## config.mk

```make
export PLATFORM = sky130hd
export DESIGN_NAME = four_bit_rca
export DESIGN_NICKNAME = d
export VERILOG_FILES = /design/src/rtl/four_bit_rca_pkg.sv /design/src/rtl/four_bit_rca_full_adder.sv /design/src/rtl/four_bit_rca.sv
export SDC_FILE = /design/constraint.sdc
export NUM_CORES = 1
export LEC_CHECK = 0
export BUFFER_PORTS_ARGS = -buffer_cell sky130_fd_sc_hd__buf_2
export CAP_MARGIN = 20
export CORE_AREA = 2 2 39 41
export DETAILED_ROUTE_END_ITERATION = 8
export DIE_AREA = 0 0 41 43
export GPL_ROUTABILITY_DRIVEN = 0
export PLACE_DENSITY = 0.45
export SLEW_MARGIN = 10
export SYNTH_ARGS = -nofsm -noshare
export SYNTH_HDL_FRONTEND = slang
export SYNTH_SLANG_ARGS = --single-unit
```

## constraint.sdc

```tcl
create_clock -name clk -period 6.7 [get_ports clk]
set_input_delay 1.005 -clock clk [delete_from_list [all_inputs] [get_ports clk]]
set_output_delay 1.005 -clock clk [all_outputs]
set_load 0.03 [all_outputs]
```

## src/rtl/four_bit_rca_pkg.sv

```systemverilog
// ---------------------------------------------------------------------------
// four_bit_rca_pkg
// Shared constants for the 4-bit ripple-carry adder slice.
//   RCA_WIDTH : datapath width of the adder (number of full-adder stages).
// ---------------------------------------------------------------------------
package four_bit_rca_pkg;

  localparam int RCA_WIDTH = 4;

endpackage : four_bit_rca_pkg

```

## src/rtl/four_bit_rca_full_adder.sv

```systemverilog
// ---------------------------------------------------------------------------
// full_adder
// One purely combinational 1-bit full adder stage of the ripple chain.
// Ports:
//   a, b : input  operand bits
//   cin  : input  carry into this stage
//   s    : output sum bit, a ^ b ^ cin
//   cout : output carry out, a&b | cin&(a^b)
// ---------------------------------------------------------------------------
module full_adder (
  input  logic a,
  input  logic b,
  input  logic cin,
  output logic s,
  output logic cout
);

  logic prop_s;

  // Propagate term is shared between the sum and the carry expressions.
  assign prop_s = a ^ b;
  assign s      = prop_s ^ cin;
  assign cout   = (a & b) | (cin & prop_s);

endmodule : full_adder

```

## src/rtl/four_bit_rca.sv

```systemverilog
// ---------------------------------------------------------------------------
// four_bit_rca
// 4-bit ripple-carry adder: {Cout,S} = A + B + Cin, built from a chain of
// full_adder stages, plus a registered copy of the result.
// Ports:
//   clk      : input  system clock, rising edge only
//   rst      : input  synchronous active-high reset (registered outputs only)
//   A, B     : input  4-bit unsigned addends, bit 0 = LSB
//   Cin      : input  carry into bit 0
//   S        : output combinational sum, (A+B+Cin) mod 16
//   Cout     : output combinational carry out of bit 3
//   S_reg    : output S registered one cycle later
//   Cout_reg : output Cout registered one cycle later
// ---------------------------------------------------------------------------
module four_bit_rca
  import four_bit_rca_pkg::*;
(
  input  logic                 clk,
  input  logic                 rst,
  input  logic [RCA_WIDTH-1:0] A,
  input  logic [RCA_WIDTH-1:0] B,
  input  logic                 Cin,
  output logic [RCA_WIDTH-1:0] S,
  output logic                 Cout,
  output logic [RCA_WIDTH-1:0] S_reg,
  output logic                 Cout_reg
);

  // carry_s[i] is the carry into stage i; carry_s[RCA_WIDTH] leaves the MSB.
  logic [RCA_WIDTH:0] carry_s;

  assign carry_s[0] = Cin;
  assign Cout       = carry_s[RCA_WIDTH];

  // Full-adder chain, carry rippling LSB to MSB.
  for (genvar i = 0; i < RCA_WIDTH; i++) begin : g_stage
    full_adder u_fa (
      .a    (A[i]),
      .b    (B[i]),
      .cin  (carry_s[i]),
      .s    (S[i]),
      .cout (carry_s[i+1])
    );
  end

  // Output register: captures the combinational result, cleared by rst.
  always_ff @(posedge clk) begin
    if (rst) begin
      S_reg    <= {RCA_WIDTH{1'b0}};
      Cout_reg <= 1'b0;
    end else begin
      S_reg    <= S;
      Cout_reg <= Cout;
    end
  end

endmodule : four_bit_rca

```

# Yosys cells after proc, flatten, opt, wreduce, memory -nomap -nowiden
# Cells that the tools add are included.
# word_totals
ff_bits,5
latch_bits,0
mem_bits_rw,0
romBits,0
in_bits,11
output_inout_bits,10
elab_cells,22
mem_count,0
# classes
n_addsub,0
multipliers,0
div,0
magnitude_cmp,0
eq_ne,0
shifts,0
mux,0
n_bitwise,20
n_reduce_logical,0
# op_table
cell,n
$and 1x1->1,8
$xor 1x1->1,8
$or 1x1->1,4

# Depth between registers and ports, before layout
# Gate-level depths: netlist of the first run.
# logic_depth
ltp_word,9
ltp_mapped,9

# By module
# From an unflattened synthesis of the first run, not the netlist that was laid out.
# hier_totals
cells_unflattened,14
hier_area_um2,211.5
# modules_own_cells
mod,n_inst,cells_per_inst,area_per_inst_um2,seq_area_each_um2
four_bit_rca,1,10,131.4,100.1
full_adder,4,1,20.0,0.0

# Least setup slack after synthesis of the first run
# Ideal clock, no wire load.
# synth_timing
path_kind,input to output
start,in A[0]
end,out S[3]
t_arrival_ps,2671
slack_ps,3024
stages,9
cell_sequence,inv_1 fa_1 inv_1 fa_1 fa_1 inv_1 fa_1 inv_1 buf_4
# synth_between
elab_chain_len,8
elab_cells_between_ends,9
# synth_lines
item,line,rtl
"start, declared",four_bit_rca.sv:20,"input logic [RCA_WIDTH-1:0] A,"
$xor 1x1->1,four_bit_rca_full_adder.sv:21,assign prop_s = a ^ b;
$and 1x1->1,four_bit_rca_full_adder.sv:23,assign cout = (a & b) | (cin & prop_s);
$or 1x1->1 *,four_bit_rca_full_adder.sv:23,
$and 1x1->1 *,four_bit_rca_full_adder.sv:23,
$or 1x1->1 *,four_bit_rca_full_adder.sv:23,
$and 1x1->1 *,four_bit_rca_full_adder.sv:23,
$or 1x1->1 *,four_bit_rca_full_adder.sv:23,
$xor 1x1->1 *,four_bit_rca_full_adder.sv:22,assign s = prop_s ^ cin;
"end, declared",four_bit_rca.sv:23,"output logic [RCA_WIDTH-1:0] S,"
# Every way passes the cells marked *; elsewhere a longest branch is shown, timed or not.

# Final worst setup path of the first run
# Same ends and word-level chain as after synthesis.

==> metrics.txt, run 1 <==
Synthesized Nets=43; vias per cell=3.44; Slew @ Worst Pin=0.155 ns; Worst Path Max Fanout=2; Max Cap Viol=0; Pwr Density=272 nW/um^2; total power draw=0.106 mW; status=completed; max reg flops=4; die height=43 um; Final setup viols=0; CTS root buffer=clkbuf_4; drt wl/cell=6.59 um; Lkg Pwr=0.232 nW; I/O Buffers=20; Ys Warns=0; post_cts resized=0; Final WS setup=2.84 ns; Post-Syn Area=272 um^2; largest net degree at the start of global routing=6; core area=1380 um^2; register share of total power=32.0%; Switching Fraction=35.7%; total die area=1760 um^2; Total Routing Usage GR=5.63%; drt first pass iters=2; initial antenna violation count=0; RSZ-0062 raised after global routing=false; Final Hold Fails=0; remaining global-route overflow=0; hpwl dp=399 um; cell family with most CP delay=adder cells; # nets final=64; cell-internal power=0.0680 mW; Worst Hold Class=primary input to flop; setup TNS=0 ns; post-synthesis sequential area ratio=36.9%; remaining antenna violation count=0; worst path cell trace=buf_2 > inv_1 > fa_1 > inv_1 > fa_1 > fa_1 > inv_1 > fa_1 > inv_1 > buf_2; DR vias=220; num ports=21; Clock power frac=31.8%; Required @ worst endpoint=5.69 ns; crit path buf inv count=6; Logic pwr share=36.2%; f_max=0.259 GHz; wire length of the first global-routing pass=600 um; Worst Path Arrival=2.85 ns; flops & latches, synth=5; Crit Path Class=primary input to primary output; final slew viol count=0; vias in the first global route=182; area grow syn2layout=42.9%; Die Width=41 um; Setup crit end kind=primary output; syn_area_per_cell=9.70 um^2; # clock sinks=5; row cnt=14; DRC Markers=0; crit path max-delay cell type=fa_1; Starting Density=19.6%; layout cells sized above 1=47.9%; synth unique cells=6; Worst path max stage delay=0.42 ns; VDD IR-drop max=0.0000444 V; relative slew slack=89.7%; First DRT Iteration DRCs=1; Routed WL=422 um; P_sw=0.0377 mW; dpl ws=2.83 ns; CTS tree=done; n_diodes=0; WHS=0.986 ns; Final Cycle Share=57.6%; Setup Buffers After CTS=0; Synth Instances=28; final instance area=388 um^2; min Tclk post-route=3.86 ns; deepest clock path buffer count=2; Post-CTS Hold Buffers=0; CTS Buf Count=3; startpoint types=primary input; clk slew on worst S/H paths=0.04 ns; H-tree Lvls=1; Placed Area=362 um^2
cells by family after synthesis:
| kind of cell | after synthesis | synth area share (%) |
|---|---|---|
| adders and majority gates | 4 | 29.5 |
| buffers and inverters | 14 | 24.9 |
| DFF | 5 | 36.9 |
| and+or+nand+nor | 5 | 8.75 |
layer usage:
layer  vias to the layer above  GRT usage (%)  wire (um)
met3                         0          0.524         61
li1                        112              -          -
met2                        11           8.13        230
met1                        97           4.53        130
met5                         -              0          0
met4                         0           10.0          0
power groups by stage:
| stage | combinational [mW] | sequential (mW) | clock (mW) |
|---|---|---|---|
| after floorplan | 0.0256 | 0.0415 | 0 |
| after global placement | 0.0388 | 0.0343 | 0 |
| after detailed placement | 0.0389 | 0.0343 | 0 |
| after CTS | 0.0389 | 0.0338 | 0.0362 |
| after global routing | 0.0417 | 0.0343 | 0.0377 |
| final | 0.0382 | 0.0338 | 0.0336 |
cells in the final DEF (no fill, tap or decap), drive strengths merged:
master	n
inv	10
clkbuf	4
nor2	3
buf	20
nor2b	2
dfxtp	5
fa	4
synth_stat cells (all sizes together):
cell   count  area share [%]
buf        4              11
dfxtp      5              37
fa         4              29
inv       10              14
nor2       3             4.1
nor2b      2             4.6
cell type report:
cell class | count | area, um^2
timing repair buffer | 20 | 100
multi-input combinational | 9 | 104
fill | 163 | 996
tap | 16 | 20.0
clock buffer | 4 | 26.3
inverter | 10 | 37.5
sequential | 5 | 100
worst paths after layout:
path / from / endpoint / slack, ns / depth (start not counted)
max: A[0] / S[3] / 2.84 / 10
min: rst / Cout_reg / 0.99 / 2
metrics by stage:
stage / util (%) / cells
CTS: 28.0 / 64
global placement: 26.1 / 60
global route: 28.0 / 64
floorplan: - / 28
finish: 28.0 / 64
detailed placement: 26.1 / 60
No activity file was read; power rests on OpenSTA's default activity.
==> run 2: changes to the inputs <==
--- a/config.mk
+++ b/config.mk
@@ -11,7 +11,7 @@
 export DETAILED_ROUTE_END_ITERATION = 8
 export DIE_AREA = 0 0 41 43
 export GPL_ROUTABILITY_DRIVEN = 0
-export PLACE_DENSITY = 0.45
+export PLACE_DENSITY = 0.46
 export SLEW_MARGIN = 10
 export SYNTH_ARGS = -nofsm -noshare
 export SYNTH_HDL_FRONTEND = slang
==> constraint.sdc (replaced) <==
create_clock -name clk -period 3.5 [get_ports clk]
set_input_delay 0.525 -clock clk [delete_from_list [all_inputs] [get_ports clk]]
set_output_delay 0.525 -clock clk [all_outputs]
set_load 0.03 [all_outputs]
==> run 2 against run 1 <==
Compared with the run above: hold slack lost 0.49 ns; clock power rose by 98%; first-iteration DRC count shrank 100%; critical path type unchanged; critical endpoint unchanged; largest power group unchanged.
==> metrics.txt, run 2 (synthesized netlist as in run 1, its figures left out) <==
Slew @ Worst Pin=0.156 ns; Setup crit end kind=primary output; dpl ws=0.573 ns; Final Cycle Share=82.8%; worst hold path startpoint=rst; max reg flops=4; CTS root buffer=clkbuf_4; remaining antenna violation count=0; post_cts resized=0; Worst Path Max Fanout=2; min Tclk post-route=2.90 ns; most common cell after layout, fill and taps aside=buf_2; final slew viol count=0; Lkg Pwr=0.232 nW; largest net degree at the start of global routing=6; Crit Path Class=primary input to primary output; DRC Markers=0; startpoint types=primary input; die height=43 um; n_diodes=0; hold depth=2; Final setup viols=0; deepest clock path buffer count=2; fin util=28.0%; DR vias=230; # nets final=64; vias per cell=3.59; initial antenna violation count=0; Pwr Density=529 nW/um^2; row cnt=14; non-filler cells in the finished layout=64; area grow syn2layout=42.9%; setup TNS=0 ns; Die Width=41 um; I/O Buffers=20; f_max=0.345 GHz; Required @ worst endpoint=2.97 ns; Final WS setup=0.601 ns; core area=1380 um^2; Routed WL=448 um; hpwl dp=413 um; Worst Hold Class=primary input to flop; Max Cap Viol=0; drt wl/cell=7.00 um; cell family with most CP delay=adder cells; total die area=1760 um^2; # clock sinks=5; status=completed; First DRT Iteration DRCs=0; most frequent cells in the layout=buf_2, inv_1, dfxtp_1; worst path cell trace=buf_2 > inv_1 > fa_1 > inv_1 > fa_1 > fa_1 > inv_1 > fa_1 > inv_1 > buf_2; remaining global-route overflow=0; Total Routing Usage GR=7.35%; VDD IR-drop max=0.0000847 V; crit path buf inv count=6; CTS tree=done; Worst path max stage delay=0.42 ns; Inst Count DP=60; wire length of the first global-routing pass=821 um; Hold EP=Cout_reg; Post-CTS Hold Buffers=0; num ports=21; H-tree Lvls=1; layout cells sized above 1=47.9%; vias in the first global route=232; Final Hold Fails=0; Worst Path Arrival=2.37 ns; CTS Buf Count=3; Setup Buffers After CTS=0; Starting Density=19.6%; crit path max-delay cell type=fa_1; Layout fillers=160; RSZ-0062 raised after global routing=false; relative slew slack=89.6%; drt first pass iters=1; clk slew on worst S/H paths=0.04 ns
-- run 2: cell counts in the layout (fill, tap and decap cells not counted) --
No cell type changed its count.
-- run 2: area by class of cell --
type,count,area [um^2],share of cell area (%)
clock buffers,4,26.3,6.77
inverters,10,37.5,9.68
multi-input cells,9,104,26.8
flip-flops and latches,5,100,25.8
well taps,16,20.0,5.16
repair buffers,20,100,25.8
-- run 2: worst max path at each step --
stage | endpoint | slack [ns] | start | cells after the start
2_1_floorplan | S[3] | 0.78 | A[0] | 9
3_3_place_gp | S[3] | 0.58 | A[0] | 10
3_5_place_dp | S[3] | 0.57 | A[0] | 10
4_1_cts | S[3] | 0.57 | A[0] | 10
5_1_grt | S[3] | 0.50 | A[0] | 10
6_report | S[3] | 0.60 | A[0] | 10
-- run 2: report_power, final --
part | switching (mW) | internal, mW | total (mW)
Sequential | 0.00118 | 0.0636 | 0.0648
Clock | 0.0234 | 0.0431 | 0.0664
Combinational | 0.0502 | 0.0238 | 0.0741
Total | 0.0748 | 0.131 | 0.205
-- run 2: per-stage QoR --
stage               area [um^2]  power (mW)  hold WS [ns]
floorplan                   272       0.129         0.592
global placement            362       0.141         0.761
detailed placement          362       0.141         0.756
CTS                         388       0.209         0.498
global route                388       0.224         0.510
finish                      388       0.205         0.497
-- run 2: metal layers --
layer | wire length [um] | GRT usage, % | share of wire, % | vias to the layer above
met1 | 149 | 6.82 | 33 | 105
li1 | - | - | - | 110
met4 | 16 | 8.00 | 3.6 | 0
met3 | 58 | 1.57 | 13 | 2
met2 | 223 | 11.6 | 50 | 13
met5 | 0 | 0 | 0 | -
